### config.mk
export PLATFORM = sky130hd
export DESIGN_NAME = mul_dispatch_flat
export DESIGN_NICKNAME = d
export VERILOG_FILES = /design/src/rtl/mul_pkg.sv /design/src/rtl/mul_dispatch_if.sv /design/src/rtl/mul_op_fifo.sv /design/src/rtl/mul_dispatch.sv /design/src/flat_wrapper.sv
export SDC_FILE = /design/constraint.sdc
export NUM_CORES = 1
export LEC_CHECK = 0
export CAP_MARGIN = 5
export CORE_MARGIN = 3
export CORE_UTILIZATION = 58
export DETAILED_ROUTE_END_ITERATION = 12
export PLACE_DENSITY = 0.87
export SYNTH_ARGS = -nofsm -noshare
export SYNTH_HDL_FRONTEND = slang
export SYNTH_SLANG_ARGS = --single-unit
### constraint.sdc
create_clock -name clk -period 7.9 [get_ports clk]
set_input_delay 1.58 -clock clk [delete_from_list [all_inputs] [get_ports clk]]
set_output_delay 1.58 -clock clk [all_outputs]
set_load 0.05 [all_outputs]
### src/rtl/mul_pkg.sv
// rtl/mul_pkg.sv - shared constants and FSM encoding for the multiplier dispatch stage
package mul_pkg;

    localparam int MUL_WIDTH       = 32;
    localparam int MUL_LATENCY_DEF = 34;

    typedef enum logic [1:0] {
        IDLE  = 2'b00,
        ISSUE = 2'b01,
        WAIT  = 2'b10,
        HOLD  = 2'b11
    } mul_state_e;

endpackage

### src/rtl/mul_dispatch_if.sv
// rtl/mul_dispatch_if.sv - operand and result valid/ready streams of mul_dispatch
interface mul_dispatch_if #(
    parameter int WIDTH = mul_pkg::MUL_WIDTH
);

    logic             op_valid;
    logic             op_ready;
    logic [WIDTH-1:0] op_a;
    logic [WIDTH-1:0] op_b;
    logic             res_valid;
    logic             res_ready;
    logic [WIDTH-1:0] res_data;

    modport master (
        output op_valid, op_a, op_b, res_ready,
        input  op_ready, res_valid, res_data
    );

    modport slave (
        input  op_valid, op_a, op_b, res_ready,
        output op_ready, res_valid, res_data
    );

endinterface

### src/rtl/mul_op_fifo.sv
// rtl/mul_op_fifo.sv - synchronous operand-pair FIFO, power-of-2 depth, no bypass
module mul_op_fifo #(
    parameter int DW    = 64,
    parameter int DEPTH = 4
) (
    input  logic          clk,
    input  logic          rst,
    input  logic          push,
    input  logic          pop,
    input  logic [DW-1:0] wdata,
    output logic [DW-1:0] rdata,
    output logic          empty,
    output logic          full
);

    localparam int            AW      = $clog2(DEPTH);
    localparam logic [AW-1:0] PTR_ONE = AW'(1);
    localparam logic [AW:0]   CNT_ONE = (AW + 1)'(1);
    localparam logic [AW:0]   CNT_MAX = (AW + 1)'(DEPTH);

    logic [DW-1:0] mem [DEPTH];
    logic [AW-1:0] wr_ptr;
    logic [AW-1:0] rd_ptr;
    logic [AW:0]   count;
    logic          do_push;
    logic          do_pop;

    assign empty   = (count == '0);
    assign full    = (count == CNT_MAX);
    assign do_push = push && !full;
    assign do_pop  = pop && !empty;
    assign rdata   = mem[rd_ptr];

    // Pointers wrap naturally because DEPTH is a power of two.
    always_ff @(posedge clk or negedge rst) begin
        if (!rst) begin
            wr_ptr <= '0;
            rd_ptr <= '0;
            count  <= '0;
        end else begin
            if (do_push) wr_ptr <= wr_ptr + PTR_ONE;
            if (do_pop)  rd_ptr <= rd_ptr + PTR_ONE;
            case ({do_push, do_pop})
                2'b10:   count <= count + CNT_ONE;
                2'b01:   count <= count - CNT_ONE;
                default: count <= count;
            endcase
        end
    end

    always_ff @(posedge clk) begin
        if (do_push) mem[wr_ptr] <= wdata;
    end

endmodule

### src/rtl/mul_dispatch.sv
// rtl/mul_dispatch.sv - streams operand pairs into the start/busy multiplier, one in flight
// Optional done_count statistics output is enabled with MUL_DISPATCH_STATS_EN.
module mul_dispatch
    import mul_pkg::*;
#(
    parameter int WIDTH       = MUL_WIDTH,
    parameter int DEPTH       = 4,
    parameter int MUL_LATENCY = MUL_LATENCY_DEF
) (
    input  logic             clk,
    input  logic             rst,
    mul_dispatch_if.slave    bus,
    output logic [WIDTH-1:0] mul_in1,
    output logic [WIDTH-1:0] mul_in2,
    output logic             mul_start,
    input  logic             mul_busy,
    input  logic [WIDTH-1:0] mul_out,
    output logic             fifo_empty,
    output logic             fifo_full
`ifdef MUL_DISPATCH_STATS_EN
    ,
    output logic [15:0]      done_count
`endif
);

    localparam int            CW       = $clog2(MUL_LATENCY + 1);
    localparam logic [CW-1:0] CNT_LAST = CW'(MUL_LATENCY - 1);
    localparam logic [CW-1:0] CNT_ONE  = CW'(1);

    mul_state_e         state;
    mul_state_e         state_nx;
    logic [CW-1:0]      cnt;
    logic               push;
    logic               pop;
    logic [2*WIDTH-1:0] head;
    logic               res_valid_q;
    logic [WIDTH-1:0]   res_data_q;

    assign bus.op_ready  = !fifo_full;
    assign bus.res_valid = res_valid_q;
    assign bus.res_data  = res_data_q;
    assign push          = bus.op_valid && !fifo_full;

    mul_op_fifo #(
        .DW    (2 * WIDTH),
        .DEPTH (DEPTH)
    ) u_fifo (
        .clk   (clk),
        .rst   (rst),
        .push  (push),
        .pop   (pop),
        .wdata ({bus.op_a, bus.op_b}),
        .rdata (head),
        .empty (fifo_empty),
        .full  (fifo_full)
    );

    always_ff @(posedge clk or negedge rst) begin
        if (!rst) state <= IDLE;
        else      state <= state_nx;
    end

    always_comb begin
        state_nx = state;
        pop      = 1'b0;
        case (state)
            IDLE: begin
                if (!fifo_empty && !mul_busy) begin
                    pop      = 1'b1;
                    state_nx = ISSUE;
                end
            end
            ISSUE:   state_nx = WAIT;
            WAIT:    if (cnt == CNT_LAST) state_nx = HOLD;
            HOLD:    if (bus.res_ready) state_nx = IDLE;
            default: state_nx = IDLE;
        endcase
    end

    // mul_start is registered from the pop so it is high for exactly the ISSUE cycle.
    always_ff @(posedge clk or negedge rst) begin
        if (!rst) begin
            mul_start   <= 1'b0;
            mul_in1     <= '0;
            mul_in2     <= '0;
            cnt         <= '0;
            res_valid_q <= 1'b0;
            res_data_q  <= '0;
        end else begin
            mul_start <= pop;
            if (pop) begin
                mul_in1 <= head[2*WIDTH-1:WIDTH];
                mul_in2 <= head[WIDTH-1:0];
            end
            case (state)
                ISSUE: cnt <= '0;
                WAIT: begin
                    cnt <= cnt + CNT_ONE;
                    if (cnt == CNT_LAST) begin
                        res_data_q  <= mul_out;
                        res_valid_q <= 1'b1;
                    end
                end
                HOLD:    if (bus.res_ready) res_valid_q <= 1'b0;
                default: cnt <= cnt;
            endcase
        end
    end

`ifdef MUL_DISPATCH_STATS_EN
    always_ff @(posedge clk or negedge rst) begin
        if (!rst)                              done_count <= 16'h0000;
        else if (bus.res_valid && bus.res_ready) done_count <= done_count + 16'h0001;
    end
`endif

endmodule

### src/flat_wrapper.sv
// flat-port wrapper written by rule: the top's interface ports become plain ports
module mul_dispatch_flat import mul_pkg::*;
#(
    parameter int WIDTH       = MUL_WIDTH,
    parameter int DEPTH       = 4,
    parameter int MUL_LATENCY = MUL_LATENCY_DEF
)
  (clk, rst, mul_in1, mul_in2, mul_start, mul_busy, mul_out, fifo_empty, fifo_full, bus_op_valid, bus_op_a, bus_op_b, bus_res_ready, bus_op_ready, bus_res_valid, bus_res_data);
  mul_dispatch_if #(.WIDTH(WIDTH)) bus_i ();
  input  logic clk;
  input  logic rst;
  output logic [WIDTH-1:0] mul_in1;
  output logic [WIDTH-1:0] mul_in2;
  output logic mul_start;
  input  logic mul_busy;
  input  logic [WIDTH-1:0] mul_out;
  output logic fifo_empty;
  output logic fifo_full;
  input wire logic [$bits(bus_i.op_valid)-1:0] bus_op_valid;
  input wire logic [$bits(bus_i.op_a)-1:0] bus_op_a;
  input wire logic [$bits(bus_i.op_b)-1:0] bus_op_b;
  input wire logic [$bits(bus_i.res_ready)-1:0] bus_res_ready;
  output wire logic [$bits(bus_i.op_ready)-1:0] bus_op_ready;
  output wire logic [$bits(bus_i.res_valid)-1:0] bus_res_valid;
  output wire logic [$bits(bus_i.res_data)-1:0] bus_res_data;
  assign bus_i.op_valid = bus_op_valid;
  assign bus_i.op_a = bus_op_a;
  assign bus_i.op_b = bus_op_b;
  assign bus_i.res_ready = bus_res_ready;
  assign bus_op_ready = bus_i.op_ready;
  assign bus_res_valid = bus_i.res_valid;
  assign bus_res_data = bus_i.res_data;
  mul_dispatch #(.WIDTH(WIDTH), .DEPTH(DEPTH), .MUL_LATENCY(MUL_LATENCY)) u_core (.clk(clk), .rst(rst), .bus(bus_i), .mul_in1(mul_in1), .mul_in2(mul_in2), .mul_start(mul_start), .mul_busy(mul_busy), .mul_out(mul_out), .fifo_empty(fifo_empty), .fifo_full(fifo_full));
endmodule
; ---- Word-level counts from Yosys, hierarchy flattened
; Memory sizes are Yosys's and may differ from the RTL's. A register that Yosys moved wholly into a read port is not among the register bits.
; Index checks and enable logic that the tools add are counted.
; Widths: inputs -> output; s select.
[totals]
ff_bits = 49
ramBits = 256
input_bits = 101
n_memories = 1
wordCells = 53
output_inout_bits = 101
[classes]
n_eq_ne = 10
n_mux = 13
n_addsub = 5
reduce_logical = 16
[mem_list]
columns = name, depth, word_bits, rd, rd_ports_with_merged_regs, write_ports, line_no
row1 = u_core.u_fifo.mem, 4, 64, 1, 1, 1, mul_op_fifo.sv:21  ; logic [DW-1:0] mem [DEPTH];
[op_table]
columns = op, n
row1 = $pmux 6 s2, 1
row2 = $pmux 2 s4, 1
row3 = $add 6x1->6 const B, 1
row4 = $eq 2x2->1 const B, 3
row5 = $eq 6x6->1 const B, 1
row6 = $mux 1, 6
row7 = $mux 2, 3
row8 = $pmux 3 s2, 1
row9 = $reduce_and 3->1, 2
row10 = $reduce_bool 2->1, 3
row11 = $add 2x1->2 const B, 2
row12 = $eq 2x1->1 const B, 2
row13 = $logic_and 1x1->1, 4
row14 = $logic_not 1->1, 4
row15 = $ne 2x1->1 const B, 2
row16 = $add 3x1->3 const B, 1
row17 = $eq 3x3->1 const B, 1
row18 = $logic_not 3->1, 1
row19 = $sub 3x1->3 const B, 1
row20 = $logic_not 2->1, 1
row21 = $ne 2x2->1 const B, 1
row22 = $pmux 1 s2, 1
row23 = $reduce_and 2->1, 1

; ---- Longest topological paths before layout
; Gate-level depths: netlist of run 1.
[logic_depth]
depth_word = 8
depth_mapped = 11
ltp_nobuf = 10

; ---- Hierarchy
; Synthesis of run 1 repeated with hierarchy kept, for this count alone.
[hier_totals]
cells_unflattened = 635
area_unflattened_um2 = 13942.1
[modules_own_cells]
columns = mod, cells_each, seq_area_each_um2, area_each_um2, instances
row1 = mul_op_fifo, 371, 7862.5, 9655.5, 1
row2 = mul_dispatch, 264, 2652.5, 4286.6, 1

; ---- Worst setup path after synthesis of run 1
; OpenSTA, ideal clock, no wires.
[synth_timing]
path_kind = input to register
startpoint = in bus_op_valid
endpoint = mem u_core.u_fifo.mem[0][0], enable pin
required_time_ps = 7471
cell_stages = 1
arrival_time_ps = 3135
path_buffers = 0
slack_ps = 4336
cell_sequence = and3_1
[synth_between]
elab_chain_cells = 4
[synth_rtl]
columns = item, line_no
row1 = "start, declared", flat_wrapper.sv:19  ; input wire logic [$bits(bus_i.op_valid)-1:0] bus_op_valid;
row2 = $logic_and 1x1->1, mul_dispatch.sv:42  ; assign push = bus.op_valid && !fifo_full;
row3 = $logic_and 1x1->1, mul_op_fifo.sv:30  ; assign do_push = push && !full;
row4 = $mux 1, mul_op_fifo.sv:52  ; if (do_push) mem[wr_ptr] <= wdata;
row5 = $mux 1 (not written as such), mul_op_fifo.sv:52
row6 = "end, declared", mul_op_fifo.sv:21
; Every way passes these cells.

; ---- Final worst setup path of run 1
[layout_timing]
startpoint = in mul_busy
endpoint = reg u_core.u_fifo.count[2]
[layout_between]
elab_chain_cells = 7
[layout_rtl]
columns = item, line_no
row1 = "start, declared", flat_wrapper.sv:15  ; input logic mul_busy;
row2 = $logic_not 1->1 *, mul_dispatch.sv:68  ; if (!fifo_empty && !mul_busy) begin
row3 = $logic_and 1x1->1 *, mul_dispatch.sv:68
row4 = $mux 1 *, mul_dispatch.sv:68
row5 = $mux 1 *, mul_dispatch.sv:66  ; case (state)
row6 = $logic_and 1x1->1 *, mul_op_fifo.sv:31  ; assign do_pop = pop && !empty;
row7 = $eq 2x1->1 or $eq 2x2->1 (tied branches), mul_op_fifo.sv:43  ; case ({do_push, do_pop})
row8 = $pmux 3 s2 or $reduce_bool 2->1 (tied branches), --
row9 = "end signal, assigned", mul_op_fifo.sv:44  ; 2'b10: count <= count + CNT_ONE;
row10 = "end signal, assigned", mul_op_fifo.sv:45  ; 2'b01: count <= count - CNT_ONE;
row11 = "end signal, assigned", mul_op_fifo.sv:46  ; default: count <= count;
row12 = "end, declared", mul_op_fifo.sv:24  ; logic [AW:0] count;
; Mark *: on every way between the ends. The rest lies on a longest branch, timed or not.
; A chain may end at the register's enable or synchronous reset.

==> results of run 1 <==
-- metrics by stage --
step	hold WS [ps]	instances
floorplan	496.6	632
global placement	486.2	1129
detailed placement	492.8	1129
CTS	508.3	1195
global route	521.9	1195
finish	507.7	1195
-- worst register-to-register path, stage by stage (launching register included) --
cell and delay, ps:
sky130_fd_sc_hd__dfrtp_1 390, sky130_fd_sc_hd__inv_1 110, sky130_fd_sc_hd__ha_1 250, sky130_fd_sc_hd__nor3b_4 210
sky130_fd_sc_hd__buf_4 790, sky130_fd_sc_hd__ha_1 370, sky130_fd_sc_hd__inv_1 70, sky130_fd_sc_hd__fa_1 380
sky130_fd_sc_hd__xor2_1 150, sky130_fd_sc_hd__nor2_1 110, sky130_fd_sc_hd__xor2_1 160
-- layout make-up --
class	count	area share [%]
clock buffer	49	5.719
clock inverter	17	1.017
inverter	11	0.2380
multi-input combinational	226	18.37
sequential	369	60.65
tap	319	2.300
timing repair buffer	204	11.71
-- logic make-up (layout without fill, tap and decap cells) --
group | after synthesis | in the layout
buffers and inverters | 37 | 281
AOI/OAI and AO/OA | 12 | 12
DFF | 369 | 369
and+or+nand+nor | 32 | 32
muxes | 164 | 164
xor gates and xnor gates | 7 | 7
adders and majority gates | 11 | 11
-- cells in the final DEF (no fill, tap or decap), types with 3 or more instances in the layout --
master	n
sky130_fd_sc_hd__and3_4	4
sky130_fd_sc_hd__buf_4	4
sky130_fd_sc_hd__bufinv_16	3
sky130_fd_sc_hd__clkbuf_1	11
sky130_fd_sc_hd__clkbuf_16	38
sky130_fd_sc_hd__clkdlybuf4s50_1	200
sky130_fd_sc_hd__clkinv_1	3
sky130_fd_sc_hd__clkinv_2	7
sky130_fd_sc_hd__dfrtp_1	111
sky130_fd_sc_hd__edfxtp_1	256
sky130_fd_sc_hd__ha_1	10
sky130_fd_sc_hd__inv_1	11
sky130_fd_sc_hd__mux2_2	68
sky130_fd_sc_hd__mux2_4	30
sky130_fd_sc_hd__mux4_2	64
sky130_fd_sc_hd__nand2_1	7
sky130_fd_sc_hd__nand3_1	3
sky130_fd_sc_hd__nor2_1	3
sky130_fd_sc_hd__o21ai_0	7
sky130_fd_sc_hd__xnor2_1	3
sky130_fd_sc_hd__xor2_1	4
-- cells in the mapped netlist --
master	n	area (um^2)
sky130_fd_sc_hd__and2_1	1	6.260
sky130_fd_sc_hd__nand2_1	7	26.28
sky130_fd_sc_hd__nand2b_1	2	12.51
sky130_fd_sc_hd__nor3_1	1	5.000
sky130_fd_sc_hd__a21oi_1	1	5.000
sky130_fd_sc_hd__ha_1	10	125.1
sky130_fd_sc_hd__mux2i_1	2	20.02
sky130_fd_sc_hd__buf_2	7	35.03
sky130_fd_sc_hd__a21o_1	1	7.510
sky130_fd_sc_hd__nand3b_1	2	15.01
sky130_fd_sc_hd__nor2_4	1	11.26
sky130_fd_sc_hd__edfxtp_1	256	7687
sky130_fd_sc_hd__mux2_4	30	450.4
sky130_fd_sc_hd__nand2_4	1	11.26
sky130_fd_sc_hd__nor3_4	1	16.27
sky130_fd_sc_hd__dfrtp_1	113	2828
sky130_fd_sc_hd__buf_6	8	90.09
sky130_fd_sc_hd__xnor2_1	3	26.28
sky130_fd_sc_hd__or3b_4	1	11.26
sky130_fd_sc_hd__clkbuf_1	7	26.28
sky130_fd_sc_hd__nor3b_1	1	7.510
sky130_fd_sc_hd__nor2_1	3	11.26
sky130_fd_sc_hd__fa_1	1	20.02
sky130_fd_sc_hd__a22o_1	1	8.760
sky130_fd_sc_hd__o21ai_0	7	35.03
sky130_fd_sc_hd__buf_4	4	30.03
sky130_fd_sc_hd__mux2_2	68	765.7
sky130_fd_sc_hd__mux4_2	64	1441
sky130_fd_sc_hd__nor3b_2	1	12.51
sky130_fd_sc_hd__nand3_1	3	15.01
sky130_fd_sc_hd__nor2b_1	1	6.260
sky130_fd_sc_hd__xor2_1	4	35.03
sky130_fd_sc_hd__inv_1	11	41.29
sky130_fd_sc_hd__nand4_1	1	6.260
sky130_fd_sc_hd__or3_1	1	6.260
sky130_fd_sc_hd__and3_1	4	25.02
sky130_fd_sc_hd__a22oi_1	1	7.510
sky130_fd_sc_hd__o31ai_1	1	7.510
-- flip-flops by register name (all words and copies together) (netlist names) --
register,flops
u_core.state,2
u_core.bus.res_valid,1
u_core.bus.res_data,32
u_core.u_fifo.mem,256
u_core.u_fifo.rd_ptr,2
u_core.u_fifo.count,3
u_core.mul_in2,32
u_core.mul_start,1
u_core.mul_in1,32
u_core.u_fifo.wr_ptr,2
u_core.cnt,6
-- metal layers --
metal  GRT usage [%]  part of all wire (%)  up-vias
met2           36.55                    52      226
li1                -                     -     2949
met3           3.714                   5.5       36
met1           29.22                    41     3524
met4           6.140                   1.7        0
met5               0                     0        -
-- where the power goes --
group	switching, W	internal (W)
clock	0.000695	0.000986
combinational	0.00143	0.00106
sequential	0.000321	0.00262
total	0.00244	0.00467
-- path summary, 6_finish.rpt --
kind,from,to,cells past startpoint
setup / recovery,mul_busy,u_core.u_fifo.count[2],9
hold / removal,u_core.mul_in2[22],u_core.mul_in2[22],1
setup reg to reg,u_core.state[0],u_core.u_fifo.count[2],10
hold reg to reg,u_core.mul_in2[22],u_core.mul_in2[22],1
max in group asynchronous,rst,u_core.u_fifo.rd_ptr[0],2
min in group asynchronous,rst,u_core.mul_in2[14],1
==> metrics.txt, run 1 <==
status completed; critical path start-end classification in2reg; Period minus WS final ~3900 ps; largest family of logic cells by synthesized area multiplexers; core occupancy in the finished layout between 70 and 80%; post-synthesis xor/xnor area fraction less than 1%; post-cts gate resize count 0; Simple-Gate Fraction of Synth Area roughly 1.5%; flip-flop and latch area ~0.011 mm^2; TritonCTS clock tree built; number of sinks driven by the clock tree around 370; multiplexer share of the synthesized area roughly 19%; Max VDD drop between 200 and 300 uV; Post-Synth Adder-Cell Area about 1.0%; Num CTS Buffers 36; number of warnings printed during yosys synthesis 0; max-slew violation count 0; post-synthesis sequential area ratio 75.66%; maximum fanout along the worst path 67; antenna violations before repair 0; Hold Buf Count CTS 0; average vias per placed instance ~5.6; cell breakdown of the critical path clkdlybuf4s50_1, nor3b_4, buf_4, ha_1, inv_1, fa_1, xor2_1, nor2_1, xor2_1; number of H-tree branching levels 2; Place WS roughly 3500 ps; wirelength, routed between 20 and 30 mm; detailed-route via count a little under 7k; setup slack of the critical path after layout between 3000 and 4000 ps; global route overflow 0; clock edge transition at the registers on the reported setup and hold paths about 60 ps; number of synthesized register bits roughly 370; final setup TNS 0 ps; largest net degree at the start of global routing 76; count of final setup violators 0; core area 0.02354 mm^2; maximum clock skew at final layout about 16 ps; RSZ-0062 raised after global routing no; clk_lat worst skew between 500 and 600 ps; die height 160.8 um; Synth Area per Inst 21.99 um^2; class of the worst hold path reg2reg; Max-Slew Margin vs Limit 28.15%; peak clock frequency supported by timing around 260 MHz; instance area after placement around 0.016 mm^2; CP top delay family buffers and inverters; standby leakage power roughly 6.3 nW; maximum capacitance violations 0; total power divided by cell area approximately 410 mW/mm^2; Die Footprint around 0.026 mm^2; flop-to-flop setup slack 4850 ps; area of the mapped netlist 0.01390 mm^2; DRC violation total after the first TritonRoute iteration 358; period utilization about 49%; synthesized netlist cell count around 630; root buffer cell sky130_fd_sc_hd__clkbuf_16; Max Root-Sink Buffers 3; Yosys cell types 38; antenna violation net count after detailed routing 0; layout cells sized above 1 26.14%; number of detailed-routing iterations run before antenna repair 5; number of buffers and inverters on the critical path 3; fill count about 1.4k; Tot Pwr between 0.007 and 0.008 W; average detailed-routed wire length per instance 22.57 um; Area Growth Syn to Fin 24.84%; type of element launching the critical path primary input; delay of the slowest cell on the worst path ~790 ps; number of global-route vias before repair 7,475; data required time of the worst path around 8300 ps; Detail Placement HPWL 15.10 mm; number of antenna cells inserted 0; GPL Wtd Cong 0.6920; slowest stage cell on the critical path sky130_fd_sc_hd__buf_4; cell occurring most often along the worst timing path sky130_fd_sc_hd__xor2_1; Initial Util approximately 60%; count of unresolved DRC violations after routing 0; kind of end point of the critical path flop; FP Rows 56; number of nets in the final layout 960; Non-Filler Cell Area, Final ~0.017 mm^2; arrival time worst endpoint 4330 ps; complex-gate fraction of the synthesized area 0.5131%; hold violation count in the final report 0; total setup buffers inserted after CTS 0; GRT Resource Usage Total a little over a fifth; number of port buffers around 200; IO Count 202; Die Span X approximately 160 um; area of combinational cells with multiple inputs approximately 0.0032 mm^2; first-pass GRT wire length about 43 mm; Synth Net Count about 740; slew at the pin closest to its max-slew limit between 1000 and 1500 ps
No activity file was read; power rests on OpenSTA's default activity.
==> run 2: changes to the inputs <==
--- a/config.mk
+++ b/config.mk
@@ -7,9 +7,9 @@
 export LEC_CHECK = 0
 export CAP_MARGIN = 5
 export CORE_MARGIN = 3
-export CORE_UTILIZATION = 58
+export CORE_UTILIZATION = 49
 export DETAILED_ROUTE_END_ITERATION = 12
-export PLACE_DENSITY = 0.87
+export PLACE_DENSITY = 0.79
 export SYNTH_ARGS = -nofsm -noshare
 export SYNTH_HDL_FRONTEND = slang
 export SYNTH_SLANG_ARGS = --single-unit
==> constraint.sdc (replaced) <==
create_clock -name clk -period 3.3 [get_ports clk]
set_input_delay 0.66 -clock clk [delete_from_list [all_inputs] [get_ports clk]]
set_output_delay 0.66 -clock clk [all_outputs]
set_load 0.05 [all_outputs]
==> run 2 against run 1 <==
Against the previous run:
- utilization is 10 points lower
- sequential share of layout area is 1.0 points lower
- clock power is 150% higher
- hold slack worse by 320 ps
- highest routed layer is now met5
- final cell count is 6.1% higher
- routed wire length is 1.0% lower
- critical endpoint is now fifo_full
==> metrics.txt, run 2 (synthesized netlist as in run 1, its figures left out) <==
slew at the pin closest to its max-slew limit 687.0 ps (-390.8 ps); Initial Util 49.89% (-9.1 points); GPL Wtd Cong 0.7386 (+6.7%); largest net degree at the start of global routing 70 (-7.9%); type of element launching the critical path flop; peak clock frequency supported by timing between 300 and 400 MHz; detailed-route via count 6,703 (-0.48%); wirelength, routed 26.70 mm (-1.0%); number of H-tree branching levels 2 (unchanged); Die Span X 174.4 um (+8.5%); Detail Placement HPWL 15.38 mm (+1.9%); number of flip-flops under the largest register name 256 (unchanged); worst-case reg-to-reg path depth 10 (unchanged); IO Count 202 (unchanged); period utilization just under 90%; maximum capacitance violations 0 (unchanged); number of placed instances with taps included 1,196 (+5.9%); maximum clock skew at final layout 19.50 ps (+3.159 ps); number of global-route vias before repair 7,451 (-0.32%); critical path start-end classification reg2out; Place WS 695.4 ps (-2812 ps); class of the worst hold path in2async; final setup TNS 0 ps (unchanged); TritonCTS clock tree built; data required time of the worst path 2640 ps (-5680 ps); antenna violation net count after detailed routing 0 (unchanged); layout cells sized above 1 26.29% (+0.15 points); number of port buffers 201 (unchanged); count of placed standard cells in the final layout, fillers left out 1,268 (+6.1%); Period minus WS final 2862 ps; kind of end point of the critical path primary output; die height 174.4 um (+8.5%); Num CTS Buffers 39 (+8.3%); clk_lat worst skew 520 ps (about the same); count of unresolved DRC violations after routing 0 (unchanged); Most flops, register u_core.u_fifo.mem; average detailed-routed wire length per instance 21.05 um (-6.7%); average vias per placed instance 5.286 (-6.2%); count of final setup violators 0 (unchanged); total setup buffers inserted after CTS 0 (unchanged); Max Root-Sink Buffers 3 (unchanged); top library cells by usage in the layout, fill and taps aside 256 x sky130_fd_sc_hd__edfxtp_1, 200 x sky130_fd_sc_hd__clkdlybuf4s50_1, 111 x sky130_fd_sc_hd__dfrtp_1; clock edge transition at the registers on the reported setup and hold paths 50 ps (about the same); end of the worst register-to-register path u_core.u_fifo.count[2]; post-cts gate resize count 0 (unchanged); root buffer cell sky130_fd_sc_hd__clkbuf_16; most common cell after layout, fill and taps aside sky130_fd_sc_hd__edfxtp_1; DRC violation total after the first TritonRoute iteration 342 (-4.5%); setup slack of the critical path after layout 438.1 ps (-3559 ps); Max VDD drop 790.6 uV (+160%); Max-Slew Margin vs Limit 54.20% (+26 points); number of antenna cells inserted 0 (unchanged); status completed; number of sinks driven by the clock tree 369 (unchanged); number of detailed-routing iterations run before antenna repair 4 (-1); hold violation count in the final report 0 (unchanged); standby leakage power 6.391 nW (+1.6%); max-slew violation count 0 (unchanged); global route overflow 0 (unchanged); RSZ-0062 raised after global routing no; Die Footprint 0.03042 mm^2 (+18%); first-pass GRT wire length 42.73 mm (-0.16%); core area 0.02786 mm^2 (+18%); critical register-to-register path startpoint u_core.u_fifo.count[0]; GRT Resource Usage Total 17.92% (-3.6 points); FP Rows 61 (+8.9%); maximum fanout along the worst path 7 (-90%); number of nets in the final layout 971 (+1.1%); Area Growth Syn to Fin 27.00%; antenna violations before repair 1 (+1); Hold Buf Count CTS 0 (unchanged); flop-to-flop setup slack 1070 ps (-3780 ps); arrival time worst endpoint 2200 ps (-2130 ps); total power divided by cell area 975.3 mW/mm^2 (+140%)
==> run 2: metrics by stage <==
step	instance area, um^2	total power (W)	util, %	hold slack, ps
6_report	17650	0.01721	63.36	183.3
5_1_grt	17650	0.01803	63.36	225.1
4_1_cts	17650	0.01745	63.36	198.4
3_5_place_dp	16420	0.01324	58.94	492.0
3_3_place_gp	16420	0.01311	58.94	488.1
2_1_floorplan	13900	0.01116	-	364.4
==> run 2: cell type report <==
| cell class | instances | area [um^2] |
|---|---|---|
| Multi-Input combinational cell | 226 | 3187 |
| Clock inverter | 14 | 152.6 |
| Fill cell | 1925 | 10210 |
| Timing Repair Buffer | 212 | 2196 |
| Tap cell | 378 | 473.0 |
| Inverter | 11 | 41.29 |
| Sequential cell | 369 | 10520 |
| Clock buffer | 58 | 1079 |
==> run 2: how the worst max path moves through the flow <==
stage | startpoint | slack, ps | to
after floorplan | u_core.u_fifo.count[0] | 220 | u_core.u_fifo.mem[1][0]
after global placement | mul_busy | 740 | u_core.u_fifo.count[2]
after detailed placement | mul_busy | 700 | u_core.u_fifo.count[2]
after CTS | u_core.u_fifo.count[0] | 400 | fifo_full
after global routing | u_core.u_fifo.count[1] | 310 | fifo_full
final | u_core.u_fifo.count[0] | 440 | fifo_full
==> run 2: metal layers <==
metal  vias to the layer above  GRT usage (%)  routed length (um)
li1                       2964              -                   -
met1                      3470          23.88               11120
met2                       231          30.08               13270
met3                        36          4.893                1983
met4                         2          3.619                 311
met5                         -              0                  13
==> run 2: critical path, stage by stage (launching register included) <==
cell and delay (ps):
sky130_fd_sc_hd__dfrtp_1 430, sky130_fd_sc_hd__inv_1 120, sky130_fd_sc_hd__nand3_1 240, sky130_fd_sc_hd__inv_1 110
sky130_fd_sc_hd__clkdlybuf4s50_1 800
==> run 2: where the power goes <==
part	total, W	internal (W)	switching [W]
combinational	0.00615	0.00264	0.00351
clock	0.00414	0.00250	0.00164
sequential	0.00692	0.00627	0.000652
==> patch 1 (flow settings as in run 1) <==
Set the package constant `MUL_LATENCY_DEF` to 17 (it was 34).
--- a/src/rtl/mul_pkg.sv
+++ b/src/rtl/mul_pkg.sv
@@ -2,7 +2,7 @@
 package mul_pkg;
 
     localparam int MUL_WIDTH       = 32;
-    localparam int MUL_LATENCY_DEF = 34;
+    localparam int MUL_LATENCY_DEF = 17;
 
     typedef enum logic [1:0] {
         IDLE  = 2'b00,
Check against the original RTL: no difference found for any inputs over 4 cycles, from zero or initial values and one cycle with rst low; that may be too few to reach the edited logic, so the function may still have changed.
==> patch 1 against run 1 <==
First-iteration DRC count is 35% higher. Clock power is 5% higher. Via count is 0.34% higher. Setup slack worse by 8.1 ps. Cell count is 0.75% lower. Non-clock buffer count is 1 higher. Maximum frequency is 0.21% lower. Power is 2.4% lower. Area after synthesis is 0.71% lower. Routed wire length is 2.1% higher. Sequential cell count is 1 lower. Final area is 0.19% lower. Critical endpoint unchanged. Largest power group unchanged.
==> patch 1: results (changes against run 1) <==
Leakage=6.21 nW (-1.3%); list of most frequent post-synthesis cells=edfxtp_1, dfrtp_1, mux2_2; met1 global-route usage=29.6% (+0.41 points); global routing usage on met2=37.6% (+1.1 points); met3 usage=5.08% (+1.4 points); final worst clock skew=18.9 ps (+2.56 ps); detailed-routed wire length on met3=1990 um (+35%); largest cells by area after synthesis=edfxtp_1, dfrtp_1, mux4_2; Synth Net Count=741 (-0.40%); maximum number of pins on one net before global-route repair=69 (-9.2%); Pint=4.64 mW (-0.54%); drt first-iter violations=482 (+35%); Unique masters post-synth=33 (-13%); Tot GR Track Use=22.2% (+0.75 points); met2 routed wirelength=14100 um (+0.78%); transition time at the pin with the least slew margin=1020 ps (-57.9 ps); status=finished clean; via count of the first global-routing pass=7635 (+2.1%); worst vdd ir=377 uV (+26%); gp weighted congestion=0.816 (+18%); worst hold path endpoint=u_core.mul_in2[25]$_DFFE_PN0N_; wire length of the first global-routing pass=44200 um (+3.3%); Worst Hold Launch=u_core.mul_in2[25]$_DFFE_PN0N_; fraction of layout instances using a drive strength above 1=26.3% (+0.20 points); sequential share of the synthesized area=76.0% (+0.36 points); total number of vias=6758 (+0.34%); count of nets after finishing=957 (-0.31%); met1 WL=10900 um (-1.3%)
[patch 1: cell count changes in the layout (fill, tap and decap cells not counted), sizes merged, moves of 3 or more]
cell,run 1,this run
clkbuf,49,53
inv,11,15
nor2,4,1
clkinv,12,5
[patch 1: cell type report]
class	count	area, um^2	area share, %
sequential	368	10500	60.6
multi-input combinational	221	3090	17.9
timing repair buffer	205	2040	11.8
clock buffer	53	1050	6.04
tap	313	392	2.26
clock inverter	13	199	1.15
inverter	13	48.8	0.282
[patch 1: power by group through the flow]
| stage | Combinational (mW) | Sequential, mW | Clock [mW] |
|---|---|---|---|
| 6_report | 2.27 | 2.91 | 1.77 |
| 5_1_grt | 2.39 | 2.97 | 1.87 |
| 4_1_cts | 2.30 | 2.92 | 1.80 |
| 3_5_place_dp | 2.27 | 2.94 | 0 |
| 3_3_place_gp | 2.21 | 2.90 | 0 |
| 2_1_floorplan | 1.06 | 3.39 | 0 |
[patch 1: cell families after synthesis]
| kind of cell | after synthesis | share of synthesized area (%) |
|---|---|---|
| DFF | 368 | 76.0 |
| muxes | 163 | 18.9 |
| and+or+nand+nor | 29 | 1.36 |
| buffers and inverters | 40 | 1.75 |
| AOI/OAI and AO/OA | 12 | 0.490 |
| xor gates and xnor gates | 6 | 0.381 |
| adders and majority gates | 11 | 1.05 |
[patch 1: stage by stage]
step | hold WS, ps | area, um^2 | setup WS, ps | utilization [%] | instances
floorplan | 497 | 13800 | 4350 | - | 629
global placement | 474 | 16100 | 3520 | 69.9 | 1120
detailed placement | 480 | 16100 | 3470 | 69.9 | 1120
CTS | 509 | 17300 | 3980 | 75.3 | 1186
global route | 527 | 17300 | 3840 | 75.3 | 1186
finish | 506 | 17300 | 3990 | 75.3 | 1186
==> patch 2 (config.mk and constraints of run 1) <==
Made on the original files. Re-encode `mul_state_e` (4 states) as one-hot, 4 bits wide.
--- a/src/rtl/mul_pkg.sv
+++ b/src/rtl/mul_pkg.sv
@@ -4,11 +4,11 @@
     localparam int MUL_WIDTH       = 32;
     localparam int MUL_LATENCY_DEF = 34;
 
-    typedef enum logic [1:0] {
-        IDLE  = 2'b00,
-        ISSUE = 2'b01,
-        WAIT  = 2'b10,
-        HOLD  = 2'b11
+    typedef enum logic [3:0] {
+        IDLE  = 4'b0001,
+        ISSUE = 4'b0010,
+        WAIT  = 4'b0100,
+        HOLD  = 4'b1000
     } mul_state_e;
 
 endpackage
Formal check against the unedited RTL: same outputs for any inputs over 4 cycles, from zero or initial values and one cycle with rst low; so few cycles prove little.
==> patch 2 against run 1 <==
Count of clock-buffer cells in the layout up 9. Power down 4.3%. Area after synthesis about the same. Final area down 0.24%. Sequential cell count up 2. First-iteration DRC count up 27%. Non-clock buffer count up 1. Cell count up 0.75%. Setup slack better by 230 ps. Routed wire length up 0.26%. Clock skew up 2.3 ps.
==> patch 2: results (changes against run 1) <==
Leakage=6.25 nW (-0.73%); drt first-iter violations=455 (+27%); final worst clock skew=18.6 ps (+2.25 ps); Layout fillers=1293 (-6.1%); fraction of the mapped netlist area in compound gates=0.775% (+0.26 points); sum of routed wire length over all layers=27000 um (+0.26%); Final Hold Vio Count=0 (unchanged); placed wire-length estimate=16700 um (+11%); capture point of the critical path=fifo_empty; worst setup path startpoint=u_core.u_fifo.count[0]$_DFFE_PN0P_; sequential share of the synthesized area=76.1% (+0.41 points); Crit path max-delay family=buffers and inverters; wire length of the first global-routing pass=42800 um (about the same); Tot GR Track Use=21.4% (-0.13 points); detailed-routed wire length on met3=2240 um (+52%); Post-Place Setup Slack=4000 ps (+490 ps); count of mapped cells out of synthesis=647 (+2.4%); Inserted Clock Buffers=37 (+2.8%); crit path max fanout=5 (-93%); adder-cell share of the synthesized area=0.775% (-0.27 points); Placement Cell Area=16200 um^2 (about the same); FF-to-FF setup slack=5330 ps (+480 ps); Crit path arrival time=2090 ps (-2240 ps); xor and xnor area share after synthesis=0.441% (about the same); list of most frequent post-synthesis cells=edfxtp_1, dfrtp_1, mux2_2; fraction of layout instances using a drive strength above 1=25.5% (-0.64 points); RR Endpoint=u_core.mul_in1[28]$_DFFE_PN0N_; Worst Hold Launch=u_core.bus.res_data[9]$_DFFE_PN0P_; Relative slew margins=35.3% (+7.1 points); Synth Net Count=756 (+1.6%); worst hold path endpoint=u_core.bus.res_data[9]$_DFFE_PN0P_; maximum number of pins on one net before global-route repair=67 (-12%); count of nets after finishing=970 (+1.0%); uppermost routed layer=met5; reg-to-reg critical path startpoint=u_core.u_fifo.rd_ptr[0]$_DFFE_PN0P_; R2R cell count=3 (-7); worst vdd ir=412 uV (+38%); upper clock frequency limit=272 MHz (+6.3%); stage delay of the slowest cell on the critical path=870 ps (+80 ps); Routed WL per cell=22.5 um (-0.49%); via count of the first global-routing pass=7475 (unchanged); library cell contributing the largest single delay on the critical path=clkdlybuf4s50_1; Unique masters post-synth=44 (+16%); TritonRoute pass-1 iters=7 (+2); status=finished clean; met1 WL=10400 um (-5.4%); vias per inst=5.68 (+0.73%); multiplexer share of the synthesized area=18.5% (-0.81 points); largest cells by area after synthesis=edfxtp_1, dfrtp_1, mux4_2; proportion of register bits with asynchronous set or reset after synthesis=31.0% (+0.37 points); # placed instances=1135 (+0.53%); gp weighted congestion=0.797 (+15%); antenna violations before repair=3 (+3)
-- patch 2: area by class of cell --
type	instances	area [um^2]	share of cell area (%)
antenna	1	2.50	0.0145
clock inverter	10	75.1	0.434
clock buffer	58	1060	6.11
timing repair buffer	205	2040	11.8
sequential	371	10600	61.1
tap	313	392	2.26
inverter	11	41.3	0.239
multi-input combinational	235	3130	18.1
-- patch 2: power by group --
part | total [mW] | internal (mW) | leakage (nW) | switching (mW)
clock | 1.64 | 0.955 | 0.552 | 0.681
sequential | 2.92 | 2.60 | 3.78 | 0.318
combinational | 2.25 | 0.985 | 1.92 | 1.26
total | 6.80 | 4.54 | 6.25 | 2.26
-- patch 2: layer usage --
metal / track usage [%] / vias up
li1: - / 2995
met1: 27.2 / 3476
met2: 36.0 / 299
met3: 6.29 / 61
met4: 6.53 / 4
met5: 0 / -
